### src/rtl/stopwatch_pkg.sv
// Shared types and constants for the mm:ss stopwatch: FSM states, digit width and
// active-high 7-segment patterns (bit 0 = segment a).
package stopwatch_pkg;

  typedef enum logic [1:0] {StIdle, StRun, StPause} state_e;

  localparam int unsigned DigitW = 4;

  localparam logic [6:0] SegDigits [10] = '{
    7'h3F, 7'h06, 7'h5B, 7'h4F, 7'h66, 7'h6D, 7'h7D, 7'h07, 7'h7F, 7'h6F
  };

  localparam logic [6:0] SegBlank = 7'h00;

endpackage

### src/rtl/bcd_to_7seg.sv
// Combinational BCD nibble to 7-segment decoder; values 10..15 show blank.
module bcd_to_7seg
  import stopwatch_pkg::*;
#(
  parameter bit SEG_ACTIVE_LOW = 1'b1
) (
  input  logic [DigitW-1:0] nibble_i,
  output logic [6:0]        seg_o
);

  logic [6:0] seg_hi;

  always_comb begin
    seg_hi = SegBlank;
    if (nibble_i <= 4'd9) seg_hi = SegDigits[nibble_i];
    seg_o = SEG_ACTIVE_LOW ? ~seg_hi : seg_hi;
  end

endmodule

### src/rtl/stopwatch_display.sv
// mm:ss BCD stopwatch with run/pause/clear and four 7-segment outputs.
// Define STOPWATCH_LAP_EN to add the lap (display freeze) feature.
module stopwatch_display
  import stopwatch_pkg::*;
#(
  parameter bit          SEG_ACTIVE_LOW = 1'b1,
  parameter int unsigned MIN_WRAP       = 60
) (
  input  logic        CLOCK_50,
  input  logic        KEY,
  input  logic        tick,
  input  logic        start_stop,
  input  logic        clear,
  input  logic        lap,
  output logic [15:0] bcd,
  output logic [6:0]  HEX0,
  output logic [6:0]  HEX1,
  output logic [6:0]  HEX2,
  output logic [6:0]  HEX3,
  output logic        LEDG,
  output logic        wrap
);

  localparam logic [DigitW-1:0] LastM1 = DigitW'((MIN_WRAP - 1) / 10);
  localparam logic [DigitW-1:0] LastM0 = DigitW'((MIN_WRAP - 1) % 10);

`ifdef STOPWATCH_LAP_EN
  localparam int unsigned NumBtn = 3;
  logic [NumBtn-1:0] btn_raw;
  assign btn_raw = {lap, clear, start_stop};
`else
  localparam int unsigned NumBtn = 2;
  logic [NumBtn-1:0] btn_raw;
  logic              unused_lap;
  assign btn_raw    = {clear, start_stop};
  assign unused_lap = lap;
`endif

  logic [NumBtn-1:0] sync1_q, sync2_q, prev_q, evt_q;

  // Chain resets to "held" so a button held through reset release yields no event.
  always_ff @(posedge CLOCK_50 or posedge KEY) begin
    if (KEY) begin
      sync1_q <= '1;
      sync2_q <= '1;
      prev_q  <= '1;
      evt_q   <= '0;
    end else begin
      sync1_q <= btn_raw;
      sync2_q <= sync1_q;
      prev_q  <= sync2_q;
      evt_q   <= sync2_q & ~prev_q;
    end
  end

  logic ss_evt, clr_evt;
  assign ss_evt  = evt_q[0];
  assign clr_evt = evt_q[1];

  state_e state_q, state_d;
  logic   clr_digits;

  always_comb begin
    state_d    = state_q;
    clr_digits = 1'b0;
    unique case (state_q)
      StIdle:  if (ss_evt) state_d = StRun;
      StRun:   if (ss_evt) state_d = StPause;
      StPause: begin
        if (ss_evt) begin
          state_d = StRun;
        end else if (clr_evt) begin
          state_d    = StIdle;
          clr_digits = 1'b1;
        end
      end
      default: state_d = StIdle;
    endcase
  end

  logic [DigitW-1:0] s0_q, s1_q, m0_q, m1_q, s0_d, s1_d, m0_d, m1_d;
  logic              wrap_q, wrap_d;

  always_comb begin
    s0_d   = s0_q;
    s1_d   = s1_q;
    m0_d   = m0_q;
    m1_d   = m1_q;
    wrap_d = 1'b0;
    if (clr_digits) begin
      s0_d = '0;
      s1_d = '0;
      m0_d = '0;
      m1_d = '0;
    end else if (tick && state_q == StRun) begin
      if (s0_q != 4'd9) begin
        s0_d = s0_q + 4'd1;
      end else begin
        s0_d = '0;
        if (s1_q != 4'd5) begin
          s1_d = s1_q + 4'd1;
        end else begin
          s1_d = '0;
          if (m1_q == LastM1 && m0_q == LastM0) begin
            m1_d   = '0;
            m0_d   = '0;
            wrap_d = 1'b1;
          end else if (m0_q != 4'd9) begin
            m0_d = m0_q + 4'd1;
          end else begin
            m0_d = '0;
            m1_d = m1_q + 4'd1;
          end
        end
      end
    end
  end

  always_ff @(posedge CLOCK_50 or posedge KEY) begin
    if (KEY) begin
      state_q <= StIdle;
      s0_q    <= '0;
      s1_q    <= '0;
      m0_q    <= '0;
      m1_q    <= '0;
      wrap_q  <= 1'b0;
    end else begin
      state_q <= state_d;
      s0_q    <= s0_d;
      s1_q    <= s1_d;
      m0_q    <= m0_d;
      m1_q    <= m1_d;
      wrap_q  <= wrap_d;
    end
  end

  logic [15:0] live_bcd;
  assign live_bcd = {m1_q, m0_q, s1_q, s0_q};
  assign LEDG     = (state_q == StRun);
  assign wrap     = wrap_q;

`ifdef STOPWATCH_LAP_EN
  logic        frozen_q, frozen_d;
  logic [15:0] lap_q, lap_d;

  always_comb begin
    frozen_d = frozen_q;
    lap_d    = lap_q;
    if (clr_digits) begin
      frozen_d = 1'b0;
    end else if (evt_q[2] && state_q == StRun) begin
      frozen_d = ~frozen_q;
      if (!frozen_q) lap_d = live_bcd;
    end
  end

  always_ff @(posedge CLOCK_50 or posedge KEY) begin
    if (KEY) begin
      frozen_q <= 1'b0;
      lap_q    <= '0;
    end else begin
      frozen_q <= frozen_d;
      lap_q    <= lap_d;
    end
  end

  assign bcd = frozen_q ? lap_q : live_bcd;
`else
  assign bcd = live_bcd;
`endif

  bcd_to_7seg #(.SEG_ACTIVE_LOW(SEG_ACTIVE_LOW)) u_hex0 (.nibble_i(bcd[3:0]),   .seg_o(HEX0));
  bcd_to_7seg #(.SEG_ACTIVE_LOW(SEG_ACTIVE_LOW)) u_hex1 (.nibble_i(bcd[7:4]),   .seg_o(HEX1));
  bcd_to_7seg #(.SEG_ACTIVE_LOW(SEG_ACTIVE_LOW)) u_hex2 (.nibble_i(bcd[11:8]),  .seg_o(HEX2));
  bcd_to_7seg #(.SEG_ACTIVE_LOW(SEG_ACTIVE_LOW)) u_hex3 (.nibble_i(bcd[15:12]), .seg_o(HEX3));

endmodule

### config.mk
export PLATFORM = sky130hd
export DESIGN_NAME = stopwatch_display
export DESIGN_NICKNAME = d
export VERILOG_FILES = /design/src/rtl/stopwatch_pkg.sv /design/src/rtl/bcd_to_7seg.sv /design/src/rtl/stopwatch_display.sv
export SDC_FILE = /design/constraint.sdc
export NUM_CORES = 1
export LEC_CHECK = 0
export ABC_AREA = 0
export BUFFER_PORTS_ARGS = -buffer_cell sky130_fd_sc_hd__clkbuf_2
export CORE_UTILIZATION = 57
export CTS_CLUSTER_DIAMETER = 120
export DETAILED_ROUTE_END_ITERATION = 8
export PLACE_DENSITY = 0.95
export SYNTH_ARGS = -nofsm -noshare
export SYNTH_HDL_FRONTEND = slang
export SYNTH_SLANG_ARGS = --single-unit
### constraint.sdc
create_clock -name CLOCK_50 -period 4.81 [get_ports CLOCK_50]
set_clock_uncertainty 0.15 [all_clocks]
set_input_delay 0 -clock CLOCK_50 [delete_from_list [all_inputs] [get_ports CLOCK_50]]
set_output_delay 0 -clock CLOCK_50 [all_outputs]
set_load 0.05 [all_outputs]
# Word level (Yosys, flattened, before mapping)

Memory sizes are Yosys's and may differ from the RTL's.
Cells that the tools add are included.

Add/subtract/negate cells: 4
Order comparisons: 8
Equal/unequal tests: 13
Muxes and demuxes: 44
Bitwise operators: 10
Reduce and logical (&&, ||, !) cells: 8

Operator list:

| kind                  | number |
|---|---|
| $mux W7               | 12 |
| $mux W4               | 19 |
| $not A7 Y7            | 4 |
| $ge A5 B5 Y1 const B  | 4 |
| $not A4 Y5            | 4 |
| $add A4 B1 Y4 const B | 4 |
| $le A4 B4 Y1 const B  | 4 |
| $mux W1               | 8 |
| $mux W2               | 4 |
| $ne A4 B4 Y1 const B  | 2 |
| $ne A2 B2 Y1 const B  | 3 |
| $ne A3 B3 Y1 const B  | 2 |
| $pmux W2 S3           | 1 |
| $reduce_and A3 Y1     | 2 |
| $eq A4 B3 Y1 const B  | 1 |
| $eq A4 B4 Y1 const B  | 1 |
| $ne A4 B3 Y1 const B  | 1 |
| $reduce_and A4 Y1     | 1 |
| $and A2 B2 Y2         | 1 |
| $eq A2 B1 Y1 const B  | 1 |
| $eq A2 B2 Y1 const B  | 1 |
| $logic_and A1 B1 Y1   | 2 |
| $logic_not A2 Y1      | 1 |
| $ne A2 B1 Y1 const B  | 1 |
| 3 further kinds       | 3 |

Register bits: 27
Bits in read-only memories: 448
Input port bits: 6
Word-level logic and storage cells: 101
Memories kept: 4

Memory list:

| name             | words | bits a word | rd ports | clocked after memory_dff | write ports | line              | source |
|---|---|---|---|---|---|---|---|
| (name not given) | 16    | 7           | 1        | 0                        | 0           | bcd_to_7seg.sv:15 | `if (nibble_i <= 4'd9) seg_hi = SegDigits[nibble_i];` |
| (name not given) | 16    | 7           | 1        | 0                        | 0           | bcd_to_7seg.sv:15 |  |
| (name not given) | 16    | 7           | 1        | 0                        | 0           | bcd_to_7seg.sv:15 |  |
| (name not given) | 16    | 7           | 1        | 0                        | 0           | bcd_to_7seg.sv:15 |  |

# Logic depth before layout (Yosys ltp)

Depth after elaboration: 7
Gate-level depth with buffers: 7
Depth with buffers taken out: 6

# Cells and area by module

Synthesis repeated with hierarchy kept, for this count alone.

Cell total of the unflattened synthesis: 237
Area, all modules: 2331.0 sq um

By module, submodules not included:

| module            | instances | cells an instance | area each (sq um) |
|---|---|---|---|
| stopwatch_display | 1         | 117               | 1315.0 |
| bcd_to_7seg       | 4         | 30                | 254.0 |

# Worst setup path before layout

No wires, ideal clock.

Path type: reg2out
Start: reg m1_q[0]
End: out HEX3[3]
Arrival time: 2.399 ns
Path slack: 2.261 ns
Stages on the path, launching flop included: 6
Cells stage by stage: dfrtp_1 > inv_1 > ha_1 > o21ai_0 > o21ai_0 > a22oi_1

Cells in the longest elaborated chain, start to end: 6

Ends and longest elaborated chain:

| item                                       | line                     | source |
|---|---|---|
| start, declared                            | stopwatch_display.sv:81  | `logic [DigitW-1:0] s0_q, s1_q, m0_q, m1_q, s0_d, s1_d, m0_d, m1_d;` |
| start signal, assigned                     | stopwatch_display.sv:132 | `m1_q <= m1_d;` |
| $not A4 Y5 (implied by the code)           | bcd_to_7seg.sv:15        |  |
| $mem_v2 Z16 W7                             | -                        |  |
| $mux W7 (implied by the code) (2 in a row) | bcd_to_7seg.sv:15        |  |
| $mux W7 (*)                                | bcd_to_7seg.sv:15        |  |
| $not A7 Y7 (*)                             | bcd_to_7seg.sv:16        | `seg_o = SEG_ACTIVE_LOW ? ~seg_hi : seg_hi;` |
| end, declared                              | stopwatch_display.sv:19  | `output logic [6:0] HEX3,` |

Every way passes the cells marked *; elsewhere a longest branch is shown, timed or not. The select of a mux whose other input is x is not followed.

# Final worst setup path

Ends and elaborated chain as after synthesis.

==> summary.txt <==
Placement
  – Gpl congestion: between 0.8 and 0.9
  – Detailed placer's ending HPWL: about 3100 um
  – Port-buffer cells: 50
  – Pre-CTS WS: ~2500 ps

Critical path
  – CP max stage cell: dfrtp_1
  – CP Launch Type: register
  – Worst path most repeated cell: o21ai_0
  – Worst-path fanout max: 10
  – Crit path largest cell delay: 560 ps
  – CP endpoint kind: output pin
  – Worst path cell trace: inv_1 > ha_1 > o21ai_0 > o21ai_0 > a22oi_1 > clkbuf_2
  – Worst R2R Setup Slack: 2420 ps
  – Crit path kind: register to output pin
  – Data required, critical path: 4660 ps
  – Arr. time, crit path: 2430 ps

Yosys
  – Syn nets: 276
  – Synth cell types: 39
  – Seq/Total Area, Yosys: 33.9%
  – Post-Synthesis Cells: ~240
  – Flops & latches, synth: 27
  – Ys Warns: 0
  – Syn Std Cell Area: 2020 um2
  – Synthesized area per cell: roughly 8.3 um2

Power and ir drop
  – Max rail drop VDD: 0.341 mV
  – Static Leak: 1.21 nW
  – Cell Pwr Density: 424 nW/um2
  – Switching Fraction: 57.1%
  – Net switching power: 0.565 mW
  – Comb pwr share: between 50 and 60%
  – Clock share of power: 10.0%
  – Pint: 0.425 mW
  – Reg power frac: 30.5%

Clock network
  – Total CTS buffers: 3
  – Reg clk slew, reported paths: approximately 140 ps
  – CTS-repair resized insts: 0
  – Htree depth: 1
  – Number of setup buffers added after CTS: 0
  – Clock Latency Late Sink: between 300 and 400 ps
  – Root buffer cell: clkbuf_4
  – CTS Buffer Depth: 2
  – Clk sinks: 27
  – CTS tree: done

Route
  – Initial drt markers: 108
  – WL final: 4180 um
  – Drt drc: 0
  – Via count: 1,874
  – Vias per Instance: 5.53
  – Post-DRT Antenna Nets: 0
  – Routed wire per std cell: 12.3 um
  – First drt pass iteration count: 5

STA
  – Max Fclk: 387 MHz
  – RSZ-0062 raised after global routing: false
  – Max_slew headroom: 35.8%
  – Final hold violation count: 0
  – Slew at the pin closest to its max-slew limit: approximately 960 ps
  – Time the worst path needs with I/O delays and setup: 2580 ps
  – Final worst-path cycle share: 53.7%
  – Final setup viols: 0
  – Fin. max-slew vios: 0
  – Setup TNS: 0 ps
  – Crit path setup slack, layout: 2230 ps

Worst hold path
  – Worst hold path type: primary input to register

Status
  – Outcome: complete, no violations

Final layout
  – ANT cells: 0
  – Fill cells: 278
  – # nets final: 326
  – Layout area overhead: 15.8%
  – Ratio of cells with drive above 1 in the final layout: 23.9%

GRT
  – Pin count of the biggest net entering global routing: 28
  – GRT Resource Usage Total: 22.6%
  – Initial antenna violation count: 0
  – First-pass GRT wire length: roughly 6400 um
  – GRT Residual Overflow: 0
  – Vias in the first global route: 1,448

Flow run
  – Max Cap Viol: 0

Floorplan
  – Rows: 21
  – Initial core utilization: around three fifths
  – Core area: 3360 um2
  – IO Count: 52
  – Die W: 61.5 um
  – Die footprint: about 3800 um2
  – Die Height: 61.5 um
[worst paths after layout]
path / cells after the start / to / from
min in group asynchronous: 3 / m0_q[2] / KEY
hold / removal: 2 / sync1_q[1] / clear
max in group asynchronous: 3 / evt_q[1] / KEY
setup / recovery: 6 / HEX3[3] / m1_q[0]
setup reg to reg: 6 / m0_q[2] / s0_q[1]
hold reg to reg: 0 / sync2_q[1] / sync1_q[1]
[power by group through the flow]
stage | Clock, mW | Sequential, mW | Combinational, mW
floorplan | 0 | 0.346 | 0.434
global placement | 0 | 0.303 | 0.574
detailed placement | 0 | 0.305 | 0.584
CTS | 0.100 | 0.301 | 0.590
global route | 0.111 | 0.307 | 0.628
finish | 0.0986 | 0.302 | 0.590
[cells in the mapped netlist]
cell      number  area share (%)
a21o_1         1            0.37
a21oi_1       24             6.0
a21oi_2        1            0.43
a22o_1         1            0.43
a22oi_1        4             1.5
a31oi_1        2            0.62
and3_1         2            0.62
and3_2         1            0.37
and3b_1        3             1.3
and3b_2        1            0.50
buf_2          3            0.74
buf_4          1            0.37
buf_6          2             1.1
clkbuf_1       3            0.56
clkbuf_8       1            0.68
dfrtp_1       21              26
dfstp_2        6             7.8
ha_1          26              16
inv_1         18             3.4
mux2_2         1            0.56
nand2_1       36             6.7
nand2b_1       4             1.2
nand3_1        8             2.0
nand3b_1       3             1.1
nand4_1        6             1.9
nand4_4        1             1.1
nor2_1        21             3.9
nor2b_1        3            0.93
nor3_1         2            0.50
nor4b_1        1            0.43
nor4bb_1       1            0.50
o21ai_0       25             6.2
o21bai_1       1            0.37
o22ai_1        1            0.31
o31ai_1        1            0.37
or3_1          3            0.93
or3_2          2            0.74
or4_1          2            0.74
or4_4          1            0.56
[state kept, by name, indices dropped and copies added, names as in the netlist]
register,cells
sync2_q,2
sync1_q,2
s0_q,4
evt_q,2
wrap,1
m0_q,4
s1_q,4
prev_q,2
m1_q,4
state_q,2
[cells by family (layout without fill, tap and decap cells)]
kind of cell | Yosys count | after routing | synth area share (%)
fa+ha+maj | 26 | 26 | 16.1
mux | 1 | 1 | 0.559
compound gates | 61 | 61 | 16.6
buf+inv | 28 | 77 | 6.83
flops | 27 | 27 | 33.9
simple gates | 101 | 101 | 26.0
[metal layers]
layer / global-route usage, % / part of all wire [%] / vias to the layer above
met1: 30.5 / 44 / 857
met5: 0 / 0 / -
li1: - / - / 939
met2: 38.2 / 50 / 73
met4: 4.44 / 0.43 / 0
met3: 4.41 / 5.6 / 5
[per-stage QoR]
| step | total power [mW] | hold WS, ps | instances | utilization (%) | instance area [um2] |
|---|---|---|---|---|---|
| after floorplan | 0.780 | -146 | 244 | - | 2020 |
| after global placement | 0.878 | -61.5 | 331 | 67.4 | 2270 |
| after detailed placement | 0.890 | -58.5 | 331 | 67.4 | 2270 |
| after CTS | 0.991 | 132 | 339 | 69.4 | 2330 |
| after global routing | 1.05 | 107 | 339 | 69.4 | 2330 |
| final | 0.990 | 135 | 339 | 69.4 | 2330 |
[cells in the final DEF (no fill, tap or decap), types with 2 or more instances in the layout]
cell / n
dfstp_2: 6
ha_1: 26
a31oi_1: 2
dfrtp_1: 21
dlygate4sd3_1: 4
nand3_1: 8
nand3b_1: 3
a22oi_1: 4
nor3_1: 2
inv_1: 18
or3_1: 3
or4_1: 2
nand2b_1: 4
nand2_1: 36
nand4_1: 6
nor2b_1: 3
and3b_1: 3
clkbuf_4: 3
o21ai_0: 25
or3_2: 2
a21oi_1: 24
nor2_1: 21
clkbuf_2: 50
and3_1: 2
[worst max-delay path: cells and delay by family, from the launching register on]
family | cells | cell delay, ps
adders and majority gates | 1 | 250
AOI/OAI and AO/OA | 3 | 830
buffers and inverters | 2 | 470
DFF | 1 | 560
[what timing repair did]
| action | CTS | global route |
|---|---|---|
| hold endpoints to repair | 25 | 0 |
| endpoints found under the setup margin | 0 | 0 |
| hold buffers | 4 | 0 |
[cell type report]
| class | instances | area, um2 | area share, % |
|---|---|---|---|
| flip-flops and latches | 27 | 683 | 29.3 |
| well taps | 46 | 57.6 | 2.47 |
| repair buffers | 55 | 298 | 12.8 |
| clock buffers | 3 | 22.5 | 0.965 |
| clock inverters | 1 | 5.00 | 0.214 |
| inverters | 18 | 67.6 | 2.89 |
| multi-input cells | 189 | 1200 | 51.4 |
Power figures use the tool's default switching activity.
